## src/rtl/bfly4_if.sv

```systemverilog
// Handshake bundle between the sample buffer, the radix-4 add/sub scheduler and the twiddle stage.
// Data packs four complex samples as {x3.im,x3.re,x2.im,x2.re,x1.im,x1.re,x0.im,x0.re}, x0.re at LSBs.
interface bfly4_if #(
   parameter int W = 32
);
   logic           in_valid;
   logic           in_ready;
   logic [8*W-1:0] in_data;
   logic           out_valid;
   logic           out_ready;
   logic [8*W-1:0] out_data;

   modport master (
      output in_valid,
      output in_data,
      output out_ready,
      input  in_ready,
      input  out_valid,
      input  out_data
   );

   modport slave (
      input  in_valid,
      input  in_data,
      input  out_ready,
      output in_ready,
      output out_valid,
      output out_data
   );
endinterface

```

## src/rtl/bfly4_add_sched.sv

```systemverilog
// Radix-4 butterfly (no twiddles) built from one shared halving adder and one halving subtractor.
// Eight add/sub steps per packet: four for the x0/x2 and x1/x3 pairs, four to combine them.
module bfly4_add_sched #(
   parameter int W = 32
) (
   input  logic   clk,
   input  logic   rst,
   bfly4_if.slave bus,
   output logic   busy
);

   typedef enum logic [1:0] {
      IDLE = 2'd0,
      S1   = 2'd1,
      S2   = 2'd2,
      DONE = 2'd3
   } state_t;

   state_t              state_q;
   state_t              state_d;
   logic [1:0]          k_q;
   logic [1:0]          k_d;

   logic signed [W-1:0] x_q [8];
   logic signed [W-1:0] ar_q, ai_q, br_q, bi_q;
   logic signed [W-1:0] cr_q, ci_q, dr_q, di_q;
   logic signed [W-1:0] y_q [8];
   logic [8*W-1:0]      out_q;
   logic [8*W-1:0]      res_d;

   logic signed [W-1:0] op_p;
   logic signed [W-1:0] op_q;
   logic signed [W-1:0] sum;
   logic signed [W-1:0] dif;
   logic                in_ready_c;
   logic                out_valid_c;

   // Exact (W+1)-bit sum/difference, then arithmetic shift: floor((p op q)/2) always fits W.
   function automatic logic signed [W-1:0] half_add(input logic signed [W-1:0] p,
                                                    input logic signed [W-1:0] q);
      logic signed [W:0] s;
      s = {p[W-1], p} + {q[W-1], q};
      return s[W:1];
   endfunction

   function automatic logic signed [W-1:0] half_sub(input logic signed [W-1:0] p,
                                                    input logic signed [W-1:0] q);
      logic signed [W:0] s;
      s = {p[W-1], p} - {q[W-1], q};
      return s[W:1];
   endfunction

   assign sum = half_add(op_p, op_q);
   assign dif = half_sub(op_p, op_q);

   always_ff @(posedge clk) begin
      if (rst) begin
         state_q <= IDLE;
         k_q     <= 2'd0;
      end else begin
         state_q <= state_d;
         k_q     <= k_d;
      end
   end

   always_comb begin
      state_d     = state_q;
      k_d         = k_q;
      op_p        = '0;
      op_q        = '0;
      in_ready_c  = 1'b0;
      out_valid_c = 1'b0;
      case (state_q)
         IDLE: begin
            in_ready_c = 1'b1;
            if (bus.in_valid) begin
               state_d = S1;
               k_d     = 2'd0;
            end
         end
         S1: begin
            // Step k pairs component k of x0/x1 with the same component of x2/x3.
            op_p = x_q[{1'b0, k_q}];
            op_q = x_q[{1'b1, k_q}];
            k_d  = k_q + 2'd1;
            if (k_q == 2'd3) begin
               state_d = S2;
            end
         end
         S2: begin
            case (k_q)
               2'd0: begin op_p = ar_q; op_q = cr_q; end
               2'd1: begin op_p = ai_q; op_q = ci_q; end
               2'd2: begin op_p = br_q; op_q = di_q; end
               2'd3: begin op_p = bi_q; op_q = dr_q; end
            endcase
            k_d = k_q + 2'd1;
            if (k_q == 2'd3) begin
               state_d = DONE;
            end
         end
         DONE: begin
            out_valid_c = 1'b1;
            if (bus.out_ready) begin
               state_d = IDLE;
            end
         end
      endcase
   end

   // Last S2 step lands X3.im/X1.im straight into the output word so out_data switches only on DONE entry.
   always_comb begin
      res_d = '0;
      for (int i = 0; i < 8; i++) begin
         res_d[i*W +: W] = y_q[i];
      end
      res_d[7*W +: W] = sum;
      res_d[3*W +: W] = dif;
   end

   always_ff @(posedge clk) begin
      if (rst) begin
         for (int i = 0; i < 8; i++) begin
            x_q[i] <= '0;
            y_q[i] <= '0;
         end
         ar_q  <= '0;
         ai_q  <= '0;
         br_q  <= '0;
         bi_q  <= '0;
         cr_q  <= '0;
         ci_q  <= '0;
         dr_q  <= '0;
         di_q  <= '0;
         out_q <= '0;
      end else begin
         case (state_q)
            IDLE: begin
               if (bus.in_valid) begin
                  for (int i = 0; i < 8; i++) begin
                     x_q[i] <= bus.in_data[i*W +: W];
                  end
               end
            end
            S1: begin
               case (k_q)
                  2'd0: begin ar_q <= sum; br_q <= dif; end
                  2'd1: begin ai_q <= sum; bi_q <= dif; end
                  2'd2: begin cr_q <= sum; dr_q <= dif; end
                  2'd3: begin ci_q <= sum; di_q <= dif; end
               endcase
            end
            S2: begin
               case (k_q)
                  2'd0: begin y_q[0] <= sum; y_q[4] <= dif; end
                  2'd1: begin y_q[1] <= sum; y_q[5] <= dif; end
                  2'd2: begin y_q[2] <= sum; y_q[6] <= dif; end
                  2'd3: begin
                     y_q[7] <= sum;
                     y_q[3] <= dif;
                     out_q  <= res_d;
                  end
               endcase
            end
            default: begin
            end
         endcase
      end
   end

   assign bus.in_ready  = in_ready_c;
   assign bus.out_valid = out_valid_c;
   assign bus.out_data  = out_q;
   assign busy          = (state_q != IDLE);

endmodule

```

## src/flat_wrapper.sv

```systemverilog
// flat-port wrapper written by rule: the top's interface ports become plain ports
module bfly4_add_sched_flat 
#(
   parameter int W = 32
)
  (clk, rst, busy, bus_in_valid, bus_in_data, bus_out_ready, bus_in_ready, bus_out_valid, bus_out_data);
  bfly4_if #(.W(W)) bus_i ();
  input  logic clk;
  input  logic rst;
  output logic busy;
  input wire logic [$bits(bus_i.in_valid)-1:0] bus_in_valid;
  input wire logic [$bits(bus_i.in_data)-1:0] bus_in_data;
  input wire logic [$bits(bus_i.out_ready)-1:0] bus_out_ready;
  output wire logic [$bits(bus_i.in_ready)-1:0] bus_in_ready;
  output wire logic [$bits(bus_i.out_valid)-1:0] bus_out_valid;
  output wire logic [$bits(bus_i.out_data)-1:0] bus_out_data;
  assign bus_i.in_valid = bus_in_valid;
  assign bus_i.in_data = bus_in_data;
  assign bus_i.out_ready = bus_out_ready;
  assign bus_in_ready = bus_i.in_ready;
  assign bus_out_valid = bus_i.out_valid;
  assign bus_out_data = bus_i.out_data;
  bfly4_add_sched #(.W(W)) u_core (.clk(clk), .rst(rst), .bus(bus_i), .busy(busy));
endmodule
```

## config.mk

```make
export PLATFORM = sky130hd
export DESIGN_NAME = bfly4_add_sched_flat
export DESIGN_NICKNAME = d
export VERILOG_FILES = /design/src/rtl/bfly4_if.sv /design/src/rtl/bfly4_add_sched.sv /design/src/flat_wrapper.sv
export SDC_FILE = /design/constraint.sdc
export NUM_CORES = 2
export LEC_CHECK = 0
export ABC_AREA = 1
export CAP_MARGIN = 20
export CORE_ASPECT_RATIO = 0.75
export CORE_MARGIN = 4
export CORE_UTILIZATION = 50
export DETAILED_ROUTE_END_ITERATION = 16
export GPL_TIMING_DRIVEN = 0
export HOLD_SLACK_MARGIN = 0.12
export PLACE_DENSITY = 0.72
export SLEW_MARGIN = 20
export SYNTH_ARGS = -nofsm -noshare
export SYNTH_HDL_FRONTEND = slang
export SYNTH_SLANG_ARGS = --single-unit
```

## constraint.sdc

```tcl
create_clock -name clk -period 32.9 [get_ports clk]
set_input_delay 8.225 -clock clk [delete_from_list [all_inputs] [get_ports clk]]
set_output_delay 8.225 -clock clk [all_outputs]
set_load 0.02 [all_outputs]
```

---- Yosys cells after proc, flatten, opt, wreduce, memory -nomap -nowiden ----
Memory sizes are Yosys's and may differ from the RTL's. A register that Yosys moved wholly into a read port is not among the register bits.
Index checks and enable logic that the tools add are counted.
word-level totals
  bits in registers ....................... 516
  bits in writable memories ............... 512
  bits of input ports ..................... 260
  output and inout port bits .............. 259
  logic and storage cells ................. 109
  memories kept ........................... 2
memories
  name        words  bits a word  rd ports  clocked after Yosys merged registers in  write ports  RTL line               text
  u_core.x_q  8      32           2         2                                        8            bfly4_add_sched.sv:24  logic signed [W-1:0] x_q [8];
  u_core.y_q  8      32           6         6                                        8            bfly4_add_sched.sv:27  logic signed [W-1:0] y_q [8];
operators by class
  $add $sub $neg .......................... 3
  eq/ne operators ......................... 10
  multiplexer cells ....................... 55
  bitwise logic cells ..................... 16
  reductions and logical operators ........ 12
operator list
  cell                                                    number
  two-way mux 32 bit                                      16
  one-hot mux 32 bit (4 select lines)                     2
  one-hot mux 32 bit (2 select lines)                     2
  adder 32 x 32 -> 33 bit                                 1
  subtractor 32 x 32 -> 33 bit                            1
  two-way mux 1 bit                                       24
  bitwise OR 1 bit                                        16
  two-way mux 3 bit                                       4
  AND reduction 2 bit                                     6
  two-way mux 2 bit                                       5
  equality test 2 bit (second input constant)             4
  one-hot mux 2 bit (4 select lines)                      1
  equality test 2 x 1 -> 1 bit (second input constant)    2
  logical NOT 2 bit                                       2
  inequality test 2 x 1 -> 1 bit (second input constant)  2
  inequality test 2 bit (second input constant)           2
  one-hot mux 2 bit (2 select lines)                      1
  AND reduction 4 bit                                     1
  nonzero test 2 bit                                      2
  adder 2 x 1 -> 2 bit (second input constant)            1
  OR reduction 2 bit                                      1

---- Depth between registers and ports, before layout ----
  depth after elaboration ................. 6
  depth in mapped cells ................... 28
  depth with buffers taken out ............ 26

---- Worst setup path after synthesis ----
Ideal clock, no wire load.
  path type ............................... input-to-reg
  from .................................... input bus_in_valid
  to ...................................... memory u_core.x_q[0][0] (enable)
  setup time .............................. 1.227 ns
  data arrival time ....................... 26.079 ns
  data required time ...................... 31.673 ns
  slack ................................... 5.594 ns
  stages on the path ...................... 2
  buffers on the path ..................... 0
  path through ............................ inv_1 -> o21ai_0
RTL lines
  element             RTL line               text
  start: declaration  flat_wrapper.sv:11     input wire logic [$bits(bus_i.in_valid)-1:0] bus_in_valid;
  end: declaration    bfly4_add_sched.sv:24

==> flow_metrics.py <==
metrics = {
    "floorplanning": {
        "core_sq_um": 88000,
        "fp.dieArea_sq_um": 93800,
        "row_count": 94,
        "fp.dieH_um": 266,
        "io_pins": 519,
        "start_util_pct": 50.5,
        "die_w_um": 352,
    },
    "synthesis": {
        "yosys-top-cells-count": "nor2_1, inv_1, dfxtp_1",
        "synth_top_area_share_pct": 28.1,
        "synth-main-ff-cell": "dfxtp_1",
        "synth_cells": 5533,
        "synth_fp_nets": 5865,
        "yosys_register_bits": 966,
        "synth_top_area_cell": "edfxtp_1",
        "async_reset_ff_share_pct": 0,
        "syn_area_sq_um": 44400,
        "ys_seq_area_share_pct": 52.9,
        "synth_edf_count": 416,
        "ys_top_cells_by_area": "edfxtp_1, dfxtp_1, nor2_1, inv_1, a21oi_1",
        "synth_warnings": 0,
        "yosysMostFrequentCell": "nor2_1",
        "synth.distinct_cells": 45,
        "syn_area_per_cell_sq_um": 8.03,
    },
    "sta": {
        "drv_slew": 0,
        "rsz0062_at_grt": "no",
        "hold_viol_final": 0,
        "worst_pin_slew_ns": 1.25,
        "hold_slack_ns": 0.457,
        "fin_crit_sh_pct": 36.0,
        "maxSlewHeadroom_pct": 16.9,
        "clock.fmax_mhz": 84.5,
        "clock_skew_ns": 0.0378,
        "fin_crit_ns": 11.84,
        "setup_viol": 0,
        "setup_tns_ns": 0,
    },
    "cells_and_area": {
        "drive_above_1_share_pct": 5.68,
        "post-route-util_pct": 62.5,
        "fin_area_sq_um": 55000,
        "fin_nets": 6500,
        "regArea_sq_um": 23500,
        "multi_input_area_sq_um": 16100,
        "syn_to_final_growth_pct": 23.7,
        "nFillCells": 7799,
    },
    "pwr": {
        "intPower_mw": 2.55,
        "p_clk_share_pct": 23.3,
        "p_sw_mw": 2.41,
        "pwr-share-comb_pct": 46.8,
        "max-vdd-ir-drop_mv": 0.0920,
        "power_frac_seq_pct": 30.0,
        "powerDensity_nw_per_um2": 90.3,
        "sw_frac_of_total_pct": 48.6,
        "power_mw": 4.96,
        "total_leakage_power_nw": 23.9,
    },
    "run": {
        "cap_violations": 0,
    },
    "detailed_routing": {
        "via_per_inst": 5.59,
        "dr.pass1.iters": 6,
        "route.detailed.drc": 0,
        "wl_per_cell_um": 24.0,
        "drt_iter0_drc": 6102,
        "finalWirelength_um": 178000,
        "ant_nets": 0,
        "vias": 41400,
    },
    "hold_path": {
        "min_to": "bus_out_data[212]",
        "worstHoldPathCells": 2,
        "min_path_type": "flip-flop to flip-flop",
        "worstHoldStart": "u_core.y_q[3][20]",
    },
    "cts": {
        "cts_tree": "done",
        "cts_setup_buffers": 0,
        "clk_pin_slew_ns": 0.06,
        "cts_sinks": 966,
        "cts_inserted_buffers": 93,
        "cts.htree.levels": 3,
        "clock_path_buffers": 3,
        "cts_root_buffer": "clkbuf_16",
        "cts_hold_buf": 0,
        "cts_resized": 0,
        "clock_latency_ns": 0.69,
    },
    "worst_setup_path": {
        "worstSetupEndpointType": "flip-flop",
        "start_kind": "input port",
        "path_class": "input port to flip-flop",
        "crit_fanout": 26,
        "crit_start": "rst",
        "r2r-end": "u_core.dr_q[25]",
        "r2r_setup_slack_ns": 26.24,
        "arrival_ns": 12.27,
        "reg2reg_depth": 23,
        "cp.required_ns": 33.33,
    },
    "placement": {
        "dp_hpwl_um": 137000,
        "port-buffer-count": 517,
        "gp_congestion": 1.01,
        "postPlaceCellArea_sq_um": 51700,
    },
    "grt": {
        "grt_pass1_wl_um": 252000,
        "antenna_found_initial": 18,
        "gr-total-overflow": 0,
        "grtUsageTotal_pct": 36.6,
        "grt_max_degree": 52,
        "grt_pass1_vias": 38100,
    },
    "outcome": {
        "status": "completed",
    },
}
==> registers in the layout, summed over array words and instances (netlist names), named ones only <==
register and flops:
u_core.dr_q 32, u_core.k_q 2, u_core.ai_q 32, u_core.ar_q 32
bus_out_data 192, u_core.br_q 32, u_core.bus.out_data 64, u_core.x_q 256
u_core.y_q 192, u_core.ci_q 32, u_core.state_q 2, u_core.cr_q 32
u_core.bi_q 32, u_core.di_q 32
==> metrics by stage <==
step | std cells | setup slack [ns]
after CTS | 7399 | 21.26
after floorplan | 5533 | 5.59
after global routing | 7402 | 21.11
final | 7411 | 21.06
after global placement | 7202 | -2.13
after detailed placement | 7225 | 20.55
==> kinds of logic after synthesis <==
family	after synthesis	share of synthesized area, %
and+or+nand+nor	2033	18.8
adders and majority gates	72	2.03
xor gates and xnor gates	39	1.08
AOI/OAI and AO/OA	1115	14.0
buffers and inverters	1308	11.2
DFF	966	52.9
==> layer usage <==
metal  up-vias  routed length [um]  GRT usage [%]
li1      18900                   -              -
met3       364               22500           10.8
met5         -                  64              0
met2      2324               74000           52.8
met4        10                6880           13.3
met1     19800               74100           52.4
==> worst max-delay path, cell delays in order <==
cell and delay (ns):
clkbuf_1 0.44, inv_1 0.43, clkbuf_1 0.70, clkbuf_1 0.79, o21ai_4 0.32, buf_16 0.26, buf_8 0.16, buf_8 0.16
buf_16 0.17, buf_16 0.17, buf_16 0.18, buf_16 0.18
==> cell type report <==
| class | count | area share (%) |
|---|---|---|
| antenna | 12 | 0.0546 |
| buffer | 338 | 2.42 |
| clock buffer | 117 | 4.64 |
| clock inverter | 57 | 1.28 |
| inverter | 970 | 6.63 |
| multi-input combinational | 3259 | 29.3 |
| sequential | 966 | 42.8 |
| tap | 1152 | 2.62 |
| timing repair buffer | 540 | 10.3 |
==> power by group through the flow <==
| stage | clock network, mW | logic [mW] | registers, mW |
|---|---|---|---|
| 2_1_floorplan | 0 | 1.06 | 1.54 |
| 3_3_place_gp | 0 | 2.10 | 1.57 |
| 3_5_place_dp | 0 | 2.18 | 1.51 |
| 4_1_cts | 1.15 | 2.19 | 1.48 |
| 5_1_grt | 1.20 | 2.37 | 1.50 |
| 6_report | 1.15 | 2.32 | 1.49 |
==> worst max-delay path by stage <==
stage,endpoint,cells after the start
6_report,u_core.x_q[5][26],12
5_1_grt,u_core.x_q[5][27],12
4_1_cts,u_core.x_q[5][29],12
3_5_place_dp,u_core.x_q[5][25],12
3_3_place_gp,u_core.x_q[5][27],3
2_1_floorplan,u_core.x_q[0][0],2
==> placed cells by master (no fill, tap or decap), types with 22 or more instances in the layout <==
cell type,instances
inv_1,949
o211ai_1,125
edfxtp_1,416
clkbuf_16,94
ha_1,72
o21ai_0,417
clkdlybuf4s50_1,517
nand3_1,271
a21oi_1,435
nand2_2,57
nor2_1,1095
o21ai_1,34
buf_2,28
buf_1,32
dfxtp_1,550
o221ai_1,60
nand2_1,542
clkbuf_1,285
o22ai_1,22
xor2_2,24
No activity file was read; power rests on OpenSTA's default activity.
